$ cat src/rtl/stg_2_id.sv
// Instruction-decode stage: 16-entry register file with writeback bypass,
// load-use hazard detection, ID/EX pipeline registers and halt state.
module stg_2_id #(
    parameter int unsigned INSTR_W      = 32,
    parameter int unsigned INSTR_ADDR_W = 10,
    parameter int unsigned DATA_W       = 16,
    parameter int unsigned REG_ADDR_W   = 4
) (
    input  logic                    sys_clock,
    input  logic                    reset_n,
    input  logic [INSTR_W-1:0]      i_id_instr,
    input  logic [INSTR_ADDR_W-1:0] i_id_pc,
    input  logic                    i_flush,
    input  logic                    i_wb_we,
    input  logic [REG_ADDR_W-1:0]   i_wb_rd,
    input  logic [DATA_W-1:0]       i_wb_data,
    output logic                    o_stall,
    output logic                    o_halted,
    output logic                    r_ex_valid,
    output logic [3:0]              r_ex_op,
    output logic [REG_ADDR_W-1:0]   r_ex_rd,
    output logic [REG_ADDR_W-1:0]   r_ex_rs1,
    output logic [REG_ADDR_W-1:0]   r_ex_rs2,
    output logic [DATA_W-1:0]       r_ex_a,
    output logic [DATA_W-1:0]       r_ex_b,
    output logic [DATA_W-1:0]       r_ex_imm,
    output logic [INSTR_ADDR_W-1:0] r_ex_pc
);

    localparam int unsigned NREGS = 2 ** REG_ADDR_W;

    typedef enum logic [3:0] {
        OP_NOP  = 4'h0,
        OP_ADD  = 4'h1,
        OP_SUB  = 4'h2,
        OP_AND  = 4'h3,
        OP_OR   = 4'h4,
        OP_ADDI = 4'h5,
        OP_LD   = 4'h6,
        OP_ST   = 4'h7,
        OP_BEQ  = 4'h8,
        OP_JMP  = 4'h9,
        OP_HALT = 4'hF
    } opcode_t;

    typedef enum logic {
        S_RUN,
        S_HALTED
    } state_t;

    state_t state_q, state_d;

    logic [DATA_W-1:0] rf_q [NREGS];

    logic                    ex_valid_q, ex_valid_d;
    logic [3:0]              ex_op_q, ex_op_d;
    logic [REG_ADDR_W-1:0]   ex_rd_q, ex_rd_d;
    logic [REG_ADDR_W-1:0]   ex_rs1_q, ex_rs1_d;
    logic [REG_ADDR_W-1:0]   ex_rs2_q, ex_rs2_d;
    logic [DATA_W-1:0]       ex_a_q, ex_a_d;
    logic [DATA_W-1:0]       ex_b_q, ex_b_d;
    logic [DATA_W-1:0]       ex_imm_q, ex_imm_d;
    logic [INSTR_ADDR_W-1:0] ex_pc_q, ex_pc_d;

    logic [3:0]            op;
    logic [REG_ADDR_W-1:0] rd, rs1, rs2;
    logic [DATA_W-1:0]     imm;
    logic [DATA_W-1:0]     opnd_a, opnd_b;
    logic                  uses_rs2, legal, hazard, accept;

    assign op  = i_id_instr[31:28];
    assign rd  = i_id_instr[27:24];
    assign rs1 = i_id_instr[23:20];
    assign rs2 = i_id_instr[19:16];
    assign imm = i_id_instr[15:0];

    // NOP is folded into the illegal set so it always produces a bubble.
    always_comb begin
        uses_rs2 = 1'b0;
        legal    = 1'b0;
        case (op)
            OP_ADD, OP_SUB, OP_AND, OP_OR, OP_ST, OP_BEQ: begin
                uses_rs2 = 1'b1;
                legal    = 1'b1;
            end
            OP_ADDI, OP_LD, OP_JMP, OP_HALT: legal = 1'b1;
            default: legal = 1'b0;
        endcase
    end

    // Same-cycle writeback bypass; r0 never bypasses and is never written.
    always_comb begin
        opnd_a = rf_q[rs1];
        opnd_b = rf_q[rs2];
        if (i_wb_we && (rs1 != '0) && (i_wb_rd == rs1)) opnd_a = i_wb_data;
        if (i_wb_we && (rs2 != '0) && (i_wb_rd == rs2)) opnd_b = i_wb_data;
    end

    always_comb begin
        hazard = ex_valid_q && (ex_op_q == OP_LD) && (ex_rd_q != '0) &&
                 ((ex_rd_q == rs1) || (uses_rs2 && (ex_rd_q == rs2)));
        accept = (state_q == S_RUN) && !i_flush && !hazard;
    end

    always_comb begin
        state_d    = state_q;
        ex_valid_d = 1'b0;
        ex_op_d    = '0;
        ex_rd_d    = '0;
        ex_rs1_d   = '0;
        ex_rs2_d   = '0;
        ex_a_d     = '0;
        ex_b_d     = '0;
        ex_imm_d   = '0;
        ex_pc_d    = '0;
        o_stall    = 1'b0;
        o_halted   = 1'b0;
        case (state_q)
            S_RUN: begin
                o_stall = hazard && !i_flush;
                if (accept && legal) begin
                    ex_valid_d = 1'b1;
                    ex_op_d    = op;
                    ex_rd_d    = rd;
                    ex_rs1_d   = rs1;
                    ex_rs2_d   = rs2;
                    ex_a_d     = opnd_a;
                    ex_b_d     = opnd_b;
                    ex_imm_d   = imm;
                    ex_pc_d    = i_id_pc;
                    if (op == OP_HALT) state_d = S_HALTED;
                end
            end
            S_HALTED: begin
                o_stall  = 1'b1;
                o_halted = 1'b1;
            end
            default: state_d = S_RUN;
        endcase
    end

    always_ff @(posedge sys_clock or negedge reset_n) begin
        if (!reset_n) begin
            state_q    <= S_RUN;
            ex_valid_q <= 1'b0;
            ex_op_q    <= '0;
            ex_rd_q    <= '0;
            ex_rs1_q   <= '0;
            ex_rs2_q   <= '0;
            ex_a_q     <= '0;
            ex_b_q     <= '0;
            ex_imm_q   <= '0;
            ex_pc_q    <= '0;
        end else begin
            state_q    <= state_d;
            ex_valid_q <= ex_valid_d;
            ex_op_q    <= ex_op_d;
            ex_rd_q    <= ex_rd_d;
            ex_rs1_q   <= ex_rs1_d;
            ex_rs2_q   <= ex_rs2_d;
            ex_a_q     <= ex_a_d;
            ex_b_q     <= ex_b_d;
            ex_imm_q   <= ex_imm_d;
            ex_pc_q    <= ex_pc_d;
        end
    end

    always_ff @(posedge sys_clock or negedge reset_n) begin
        if (!reset_n) begin
            for (int unsigned i = 0; i < NREGS; i++) rf_q[i] <= '0;
        end else if (i_wb_we && (i_wb_rd != '0)) begin
            rf_q[i_wb_rd] <= i_wb_data;
        end
    end

    assign r_ex_valid = ex_valid_q;
    assign r_ex_op    = ex_op_q;
    assign r_ex_rd    = ex_rd_q;
    assign r_ex_rs1   = ex_rs1_q;
    assign r_ex_rs2   = ex_rs2_q;
    assign r_ex_a     = ex_a_q;
    assign r_ex_b     = ex_b_q;
    assign r_ex_imm   = ex_imm_q;
    assign r_ex_pc    = ex_pc_q;

endmodule
$ cat config.mk
export PLATFORM = sky130hd
export DESIGN_NAME = stg_2_id
export DESIGN_NICKNAME = d
export VERILOG_FILES = /design/src/rtl/stg_2_id.sv
export SDC_FILE = /design/constraint.sdc
export NUM_CORES = 1
export LEC_CHECK = 0
export BUFFER_PORTS_ARGS = -buffer_cell sky130_fd_sc_hd__buf_2
export CORE_MARGIN = 5
export CORE_UTILIZATION = 54
export CTS_BUF_LIST = sky130_fd_sc_hd__clkbuf_4
export DETAILED_ROUTE_END_ITERATION = 10
export PLACE_DENSITY_LB_ADDON = 0.1
export SKIP_LAST_GASP = 1
export SLEW_MARGIN = 40
export SYNTH_ARGS = -nofsm -noshare
export SYNTH_HDL_FRONTEND = slang
export SYNTH_SLANG_ARGS = --single-unit
$ cat constraint.sdc
create_clock -name sys_clock -period 3.9 [get_ports sys_clock]
set_input_delay 0.195 -clock sys_clock [delete_from_list [all_inputs] [get_ports sys_clock]]
set_output_delay 0.195 -clock sys_clock [all_outputs]
set_load 0.05 [all_outputs]
**Yosys cells after proc, flatten, opt, wreduce, memory -nomap -nowiden**

Cells that the tools add are included.
Widths: inputs -> output; s select.

- Register bits after elaboration: 332
- Latch bits: 0
- Memory bits (writable): 0
- Bits in read-only memories: 0
- Bits of input ports: 66
- Logic and storage cells: 108
- Memories kept: 0

- Add/sub/neg operators: 0
- Multiply operators: 0
- Div/mod/pow operators: 0
- $lt $le $gt $ge: 4
- Equal/unequal tests: 15
- Shifts and indexed selects: 0
- Multiplexer cells: 36
- Bitwise operators: 4
- Reduce and logical (&&, ||, !) cells: 23

Operators by type and width:

| operator | count |
|---|---|
| $bwmux 256 | 1 |
| $mux 16 | 13 |
| $bmux 16 s4 | 2 |
| $demux 16 s4 | 1 |
| $mux 4 | 8 |
| $eq 4x3->1 const B | 5 |
| $mux 10 | 2 |
| $eq 4x4->1 | 4 |
| $reduce_bool 4->1 | 4 |
| $ge 5x5->1 const B | 3 |
| $not 4->5 | 3 |
| $logic_and 1x1->1 | 14 |
| $eq 4x4->1 const B | 3 |
| $reduce_or 10->1 | 1 |
| $eq 4x2->1 const B | 2 |
| $mux 1 | 8 |
| $reduce_or 6->1 | 1 |
| $lt 5x1->1 const B | 1 |
| $eq 4x1->1 const B | 1 |
| $logic_not 1->1 | 2 |
| $pmux 1 s2 | 1 |
| $logic_or 1x1->1 | 1 |
| $not 1->1 | 1 |

**Logic depth before layout (Yosys ltp)**

Gate-level depths: netlist (run 1).

- Depth in word-level cells: 11
- Gate-level depth with buffers: 8

**Worst setup path after synthesis (run 1)**

OpenSTA, ideal clock, no wires.

- Path type: register -> output
- Start: register ex_rd_q[2], in the netlist r_ex_rd[2]
- End: output port o_stall
- Arrival time: 2.202 ns
- Required time: 3.705 ns
- Path slack: 1.503 ns
- Stages on the path, launching flop included: 7
- Path through: dfrtp_1 > xor2_1 > nor4_1 > o21ai_1 > a2111oi_4 > buf_2 > a21o_1

- Word-level cells in the longest chain between the ends: 6
- Elaborated cells on any way between the ends: 9

Ends and longest elaborated chain:

| what | line | RTL |
|---|---|---|
| start, declared | 57 | `logic [REG_ADDR_W-1:0] ex_rd_q, ex_rd_d;` |
| start signal, assigned | 158 | `ex_rd_q <= ex_rd_d;` |
| $eq 4x4->1 | 101 | `((ex_rd_q == rs1) \|\| (uses_rs2 && (ex_rd_q == rs2)));` |
| $logic_and 1x1->1 | 101 |  |
| $logic_or 1x1->1 | 101 |  |
| $logic_and 1x1->1 * | 100 | `hazard = ex_valid_q && (ex_op_q == OP_LD) && (ex_rd_q != '0) &&` |
| $logic_and 1x1->1 * | 120 | `o_stall = hazard && !i_flush;` |
| $pmux 1 s2 * | 118 | `case (state_q)` |
| end, declared | 17 | `output logic o_stall,` |

Every way passes the cells marked *; elsewhere a longest branch is shown, timed or not.

**Final worst setup path (run 1)**

- Start: register ex_rd_q[1], in the netlist r_ex_rd[1]
- End: output port o_stall

The elaborated chain is that of the path after synthesis.

==> impl_metrics.ini, run 1 <==
[floorplan]
fp.dieW_um = 185.5
core.rowCount = 64
core-area_um2 = 30510
die-area_um2 = 34400
io_pins = 143
die_y_um = 185.5
initial_core_util = 0.5451

[synth]
synthCells = 1139
synth_ff_type = dfrtp_1
syn-num-nets = 1205
avgSynthCellArea_um2 = 14.60
yosysWarnings = 0
ys_async_sr_fraction = 1.000
synth_top_area_frac = 0.4996
synth_top_area_cell = dfrtp_1
synth_area_um2 = 16630
ys_seq_elements = 332
ys_seq_area_frac = 0.4996
yosys-top-cells-area = dfrtp_1, mux2_2, mux4_2
synth_edf_count = 0
synth_cell_types = 48

[worst_setup_path]
crit_path_max_fanout = 12
reg2regPathDepth = 6
critPathLaunchType = flop
crit_required_ps = 3700
crit_path_end_kind = output pin
critical_path_class = flop to output pin
critical_path_arrival_ps = 3010

[drt]
wl_per_cell_um = 26.42
via_per_inst = 6.355
dr.pass1.iters = 7
detail-route-antenna-nets = 0
routed-via-count = 11480
drc = 0
drt_iter0_markers = 1035
wirelength_um = 47720

[cts]
postCtsSetupBuffers = 0
cts_hold_buf = 55
clk_pin_slew_ps = 60
h-tree-depth = 3
clockBufferDepth = 3
cts.sink_count = 332
cts_root_buf = clkbuf_4
cts_made_buffers = 90
clk_latency_ps = 740
cts_tree = done
cts.repair.resized = 0

[sta]
fin_crit_ps = 3205
setup_ws_ps = 695.4
setup_viol = 0
max_freq_ghz = 0.3121
tightest_slew_ps = 812.2
final.setup_skew_ps = 48.03
hold_violations = 0
timing.setup.tns_ps = 0
slew_headroom = 0.4549
final.period_utilization = 0.8217
final_max_slew_viol_count = 0
grt_setup_unrepaired = false

[finish]
nets = 1411
area_growth_pct = 17.24
drive_above_1_share = 0.5174

[global_routing]
grt_max_degree = 108
grt_pass1_wl_um = 73650
grt_pass1_vias = 12030
grt_overflow_total = 0
groute.usage.overall = 0.2829
antenna_found_initial = 1

[run]
max-cap-violations = 0

[placement]
numPortBuffers = 142
gp_congestion = 0.8237
post-place-ws_ps = 1124
hpwl_um = 29030

[hold_path]
min_path_cells = 3
hp-class = input pin to flop

[power_and_ir_drop]
finalPower_mw = 9.495
cellLeakagePower_nw = 8.637
power_density_nw_per_um2 = 487.0
worst_ir_drop_vdd_mv = 0.2718

[outcome]
outcome = finished clean
==> per-stage QoR <==
stage	instances	hold slack, ps	area [um2]	util
after floorplan	1139	-100.6	16630	-
after global placement	1589	328.4	17670	0.5790
after detailed placement	1592	328.3	17730	0.5813
after CTS	1801	21.56	19440	0.6373
after global routing	1806	33.37	19500	0.6390
final	1806	55.33	19500	0.6390
==> metal layers <==
layer  up-vias  track usage  wire length (um)
met5         -            0                 0
met1      6042       0.4022             19810
met4         0      0.09483              1217
met3        83      0.05140              3789
li1       4818            -                 -
met2       535       0.4472             22900
==> cell type report <==
class                   instances  area (um2)
well taps                     396       495.5
repair buffers                236        1672
diodes                          3       7.507
clock buffers                 143        1074
multi-input cells             682        7844
clock inverters                11       85.08
inverters                       3       11.26
flip-flops and latches        332        8308
fillers                      2318       11010
==> power by group <==
part           total (mW)  switching (mW)  internal, mW
clock network        3.15            1.44          1.71
logic                1.88           0.712          1.17
registers            4.47           0.435          4.03
==> synthesized netlist by cell type, types with 4 or more instances <==
master / n
a2111oi_0: 7
buf_2: 41
buf_4: 9
clkbuf_1: 67
dfrtp_1: 332
mux2_2: 265
mux2i_1: 53
mux4_2: 114
nand2_1: 25
nand4_1: 4
nor2_1: 19
nor3_1: 27
nor3b_1: 41
nor4_1: 9
o211ai_1: 25
o221ai_1: 25
o22ai_1: 14
xnor2_1: 10
xor2_1: 4
==> cell usage in the layout (no fill, tap or decap), types with 27 or more instances in the layout <==
cell type	n
dfrtp_1	332
buf_2	138
mux4_2	114
mux2_2	265
mux2i_1	53
clkbuf_4	143
nor3b_1	41
buf_4	34
dlygate4sd3_1	56
nor3_1	27
==> path summary, 6_finish.rpt <==
check,from,to,slack [ps]
max,r_ex_rd[1],o_stall,700
min,i_id_instr[18],r_ex_rs2[2],60
min in group asynchronous,reset_n,rf_q[130],470
max in group asynchronous,reset_n,rf_q[87],2270
max reg2reg,r_ex_rd[1],state_q,1210
min reg2reg,rf_q[248],rf_q[248],400
==> state kept, by name, indices dropped and copies added (netlist names) <==
name	cells
rf_q	256
r_ex_a	16
r_ex_b	16
r_ex_imm	16
r_ex_pc	10
r_ex_op	4
r_ex_rd	4
r_ex_rs1	4
r_ex_rs2	4
r_ex_valid	1
state_q	1
==> critical path: stages (launching register included) <==
cell and delay, ps:
dfrtp_1 440, xor2_1 190, nor4_1 290, o21ai_1 160
a2111oi_4 740, a21o_1 210, buf_2 250
==> logic make-up after synthesis <==
group | after synthesis | share of synthesized area
AOI/OAI and AO/OA | 83 | 0.03958
buffers and inverters | 125 | 0.03348
muxes | 432 | 0.3657
xor gates and xnor gates | 14 | 0.007373
and+or+nand+nor | 153 | 0.05425
DFF | 332 | 0.4996
(Power assumes the default switching activity.)
==> run 2: changes to the inputs <==
Clock period 3.9 ns to 3.15 ns, I/O delays scaled along.
==> run 2 against run 1 <==
Effect of this change:
- the run now ends with hold timing left
- non-clock buffer count rose by 18
- cell count is 0.66% higher
- global-route usage is 0.58 points higher
- combinational power increased by 29%
- register-to-register slack got worse by 590 ps
- total power rose by 22%
==> impl_metrics.ini, run 2 (same netlist as run 1, synthesis figures left out) <==
[outcome]
outcome = complete, but fails checks
violations = hold timing

[cts]
cts_tree = done
clockBufferDepth = 3
postCtsSetupBuffers = 0
cts.repair.resized = 0
clk_latency_ps = 750
cts_hold_buf = 56
h-tree-depth = 3
clk_pin_slew_ps = 70
cts.sink_count = 332
cts_made_buffers = 87
cts_root_buf = clkbuf_4

[drt]
dr.pass1.iters = 5
via_per_inst = 6.376
wl_met1_um = 20560
wl_met2_um = 22760
drt_iter0_markers = 923
routed-via-count = 11590
wirelength_um = 48950
detail-route-antenna-nets = 0
routed.top_layer = met5
wl_per_cell_um = 26.93
dr_wl_met3_um = 4468
drc = 0

[hold_path]
hp-class = input pin to async pin

[worst_setup_path]
r2r_start = r_ex_rd[1]
r2r-end = state_q
critical_path_arrival_ps = 2730
ff2ff_setup_slack_ps = 620
crit_path_end_kind = output pin
crit_path_max_fanout = 4
critical_path_class = flop to output pin
reg2regPathDepth = 7
crit_required_ps = 2990
critPathLaunchType = flop
critPathLaunch = r_ex_rd[1]

[floorplan]
die_y_um = 185.5
initial_core_util = 0.5451
io_pins = 143
core.rowCount = 64
die-area_um2 = 34400
core-area_um2 = 30510
fp.dieW_um = 185.5

[sta]
timing.setup.tns_ps = 0
final_max_slew_viol_count = 0
final.period_utilization = 0.9168
whs_ps = -8.486
grt_setup_unrepaired = false
setup_ws_ps = 262.2
fin_crit_ps = 2888
setup_viol = 0
final.setup_skew_ps = 49.46
max_freq_ghz = 0.3463
hold_violations = 4
tightest_slew_ps = 800.1
slew_headroom = 0.4666

[placement]
numPortBuffers = 142
hpwl_um = 31090
placed_area_um2 = 17910
gp_congestion = 0.9338
post-place-ws_ps = 694.8

[global_routing]
grt_max_degree = 77
grt_pass1_vias = 11750
grt_pass1_wl_um = 74240
groute.usage.overall = 0.2887
antenna_found_initial = 3
grt_overflow_total = 0

[power_and_ir_drop]
cellLeakagePower_nw = 8.665
power_density_nw_per_um2 = 594.9
finalPower_mw = 11.62
worst_ir_drop_vdd_mv = 0.3992

[finish]
final_common_cell = dfrtp_1
fin_area_um2 = 19540
nets = 1426
area_growth_pct = 17.47
layout_common_cells = dfrtp_1, mux2_2, buf_2
drive_above_1_share = 0.5158
largest_reg_flops = 256
top_register = rf_q

[run]
max-cap-violations = 0
==> run 2: per-layer routing <==
metal / global-route usage / vias up
met4: 0.08426 / 4
met3: 0.06840 / 81
met2: 0.4399 / 555
met5: 0 / -
met1: 0.4205 / 6086
li1: - / 4865
==> run 2: worst max-delay path by stage <==
stage                 endpoint  slack, ps
detailed placement  r_ex_a[12]        690
CTS                    o_stall        170
floorplan              o_stall        790
global route           o_stall         50
finish                 o_stall        260
global placement    r_ex_a[12]        700
==> run 2: report_power, final <==
| group | internal, mW | leakage, nW | switching (mW) | total (mW) |
|---|---|---|---|---|
| Clock | 1.87 | 0.637 | 1.80 | 3.67 |
| Combinational | 1.46 | 3.80 | 0.964 | 2.43 |
| Sequential | 4.99 | 4.22 | 0.538 | 5.53 |
| Total | 8.32 | 8.67 | 3.30 | 11.6 |
==> run 2: area by class of cell <==
| class | count | area (um2) |
|---|---|---|
| multi-input combinational | 682 | 7820 |
| clock inverter | 21 | 95.09 |
| clock buffer | 129 | 968.4 |
| fill | 2320 | 10970 |
| timing repair buffer | 254 | 1834 |
| antenna | 1 | 2.502 |
| tap | 396 | 495.5 |
| sequential | 332 | 8308 |
| inverter | 3 | 11.26 |
==> run 2: worst max-delay path, cell delays in order (launching register included) <==
cell	delay, ps
dfrtp_1	450
xor2_1	190
nor4_1	290
o21ai_1	150
a2111oi_4	460
a21o_1	190
buf_2	260
==> run 2: per-stage QoR <==
step	std cells	utilization	hold WS [ps]
after floorplan	1139	-	-138.1
after detailed placement	1611	0.5870	191.1
after global routing	1818	0.6403	28.07
after global placement	1611	0.5870	193.0
final	1818	0.6403	-8.486
after CTS	1817	0.6402	4.418
==> run 3: changes to the inputs <==
Settings changed: SETUP_SLACK_MARGIN set to 0.4.
==> run 3 against run 2 <==
Effect of this change:
- the run now ends clean
- worst setup slack gained 260 ps
- critical path depth unchanged
- clock power about the same
- sequential share of layout area fell by 0.12 points
- utilization increased by 0.20 points
- sequential power barely moved
- cell count rose by 0.39%
- via count decreased by 0.15%
- combinational power is essentially flat
- non-clock buffer count increased by 7
- clock-buffer cell count stayed put
- wire length is 0.31% higher
- critical path type unchanged
- critical endpoint unchanged
==> impl_metrics.ini, run 3 (same netlist as run 1, synthesis figures left out) <==
[sta]
hold_violations = 0
whs_ps = 1.006
grt_setup_unrepaired = true
timing.setup.tns_ps = 0
setup_ws_ps = 519.2
setup_viol = 0
fin_crit_ps = 2631
tightest_slew_ps = 795.6
final_max_slew_viol_count = 0
final.period_utilization = 0.8352
final.setup_skew_ps = 50.10
max_freq_ghz = 0.3801
slew_headroom = 0.4696

[worst_setup_path]
cpMaxStageDelayCell = dfrtp_2
crit_path_max_fanout = 4
crit_required_ps = 2990
r2r-end = state_q
cpLargestDelayFamily = compound AO/OA/AOI/OAI gates
r2r_start = r_ex_rd[1]
ff2ff_setup_slack_ps = 680
crit_chain = xor2_1 > nor4_1 > o21ai_1 > a2111oi_4 > a21o_1 > buf_6
crit_path_max_incr_delay_ps = 430
critical_path_class = flop to output pin
critical_path_arrival_ps = 2470
critPathLaunchType = flop
reg2regPathDepth = 8
crit_path_end_kind = output pin
path_buf_inv = 1

[cts]
clockBufferDepth = 3
cts_tree = done
h-tree-depth = 3
clk_latency_ps = 750
cts_made_buffers = 87
clk_pin_slew_ps = 70
cts.sink_count = 332
cts_root_buf = clkbuf_4

[finish]
top_register = rf_q
multiInputGateArea_um2 = 7820
largest_reg_flops = 256
nets = 1433
fin_area_um2 = 19600
area_growth_pct = 17.85
regArea_um2 = 8312
layout_common_cells = dfrtp_1, mux2_2, buf_2
fillers = 2313
drive_above_1_share = 0.5203
utilization = 0.6423
final_common_cell = dfrtp_1

[drt]
drc = 0
dr.pass1.iters = 5
drt_iter0_markers = 973
wl_per_cell_um = 26.91
wirelength_um = 49100
via_per_inst = 6.342
routed-via-count = 11570
detail-route-antenna-nets = 0

[placement]
hpwl_um = 31090
gp_congestion = 0.9338
placed_area_um2 = 17910
post-place-ws_ps = 694.8
numPortBuffers = 142

[outcome]
outcome = finished clean

[run]
max-cap-violations = 0

[power_and_ir_drop]
worst_ir_drop_vdd_mv = 0.3977
cellLeakagePower_nw = 8.702
power_density_nw_per_um2 = 593.1

[global_routing]
grt_pass1_vias = 11770
antenna_found_initial = 3
grt_pass1_wl_um = 74400
groute.usage.overall = 0.2893
grt_overflow_total = 0
grt_max_degree = 77

[floorplan]
fp.dieW_um = 185.5
initial_core_util = 0.5451
core.rowCount = 64
die_y_um = 185.5
core-area_um2 = 30510
die-area_um2 = 34400
io_pins = 143

[hold_path]
hp-class = input pin to async pin
-- run 3: cell types whose count changed in the layout (fill, tap and decap cells not counted) --
cell / change
buf_4: +7
buf_6: +1
dfrtp_2: +3
buf_2: -1
dfrtp_1: -3
-- run 3: what timing repair did --
item	4_1_cts	5_1_grt
endpoints found under the setup margin	1	1
pin swaps	3	3
resized for setup	4	1
buffers inserted	4	3
hold endpoints to repair	572	0
hold buffers	56	0
-- run 3: routing by layer --
layer	part of all wire	vias up	track usage	wire length, um
li1	-	4880	-	-
met3	0.083	76	0.06859	4087
met5	0.00031	-	0	15
met1	0.43	6092	0.4201	20940
met2	0.47	522	0.4415	22990
met4	0.022	4	0.08544	1063
-- run 3: cell type report --
type	count	area share
Sequential cell	332	0.4241
Multi-Input combinational cell	682	0.3990
Timing Repair Buffer	261	0.09660
Clock buffer	129	0.04942
Tap cell	396	0.02528
Clock inverter	21	0.004852
Inverter	3	0.0005746
Antenna cell	1	0.0001277
-- run 3: worst max-delay path by stage --
stage | start | endpoint | slack [ps] | depth (start not counted)
floorplan | r_ex_rd[2] | o_stall | 790 | 6
global placement | i_id_instr[20] | r_ex_a[12] | 700 | 7
detailed placement | i_id_instr[20] | r_ex_a[12] | 690 | 7
CTS | r_ex_rd[0] | o_stall | 400 | 6
global route | r_ex_rd[1] | o_stall | 360 | 6
finish | r_ex_rd[1] | o_stall | 520 | 6
-- run 3: metrics by stage --
step	cells	total power, mW
2_1_floorplan	1139	7.163
3_3_place_gp	1611	7.881
3_5_place_dp	1611	7.949
4_1_cts	1821	11.70
5_1_grt	1825	12.21
6_report	1825	11.62
-- run 3: where the power goes --
part           internal (mW)  total (mW)  leakage (nW)  switching (mW)
combinational           1.46        2.42          3.85           0.960
sequential              4.99        5.52          4.22           0.537
clock                   1.87        3.67         0.637            1.81
total                   8.32        11.6          8.70            3.30
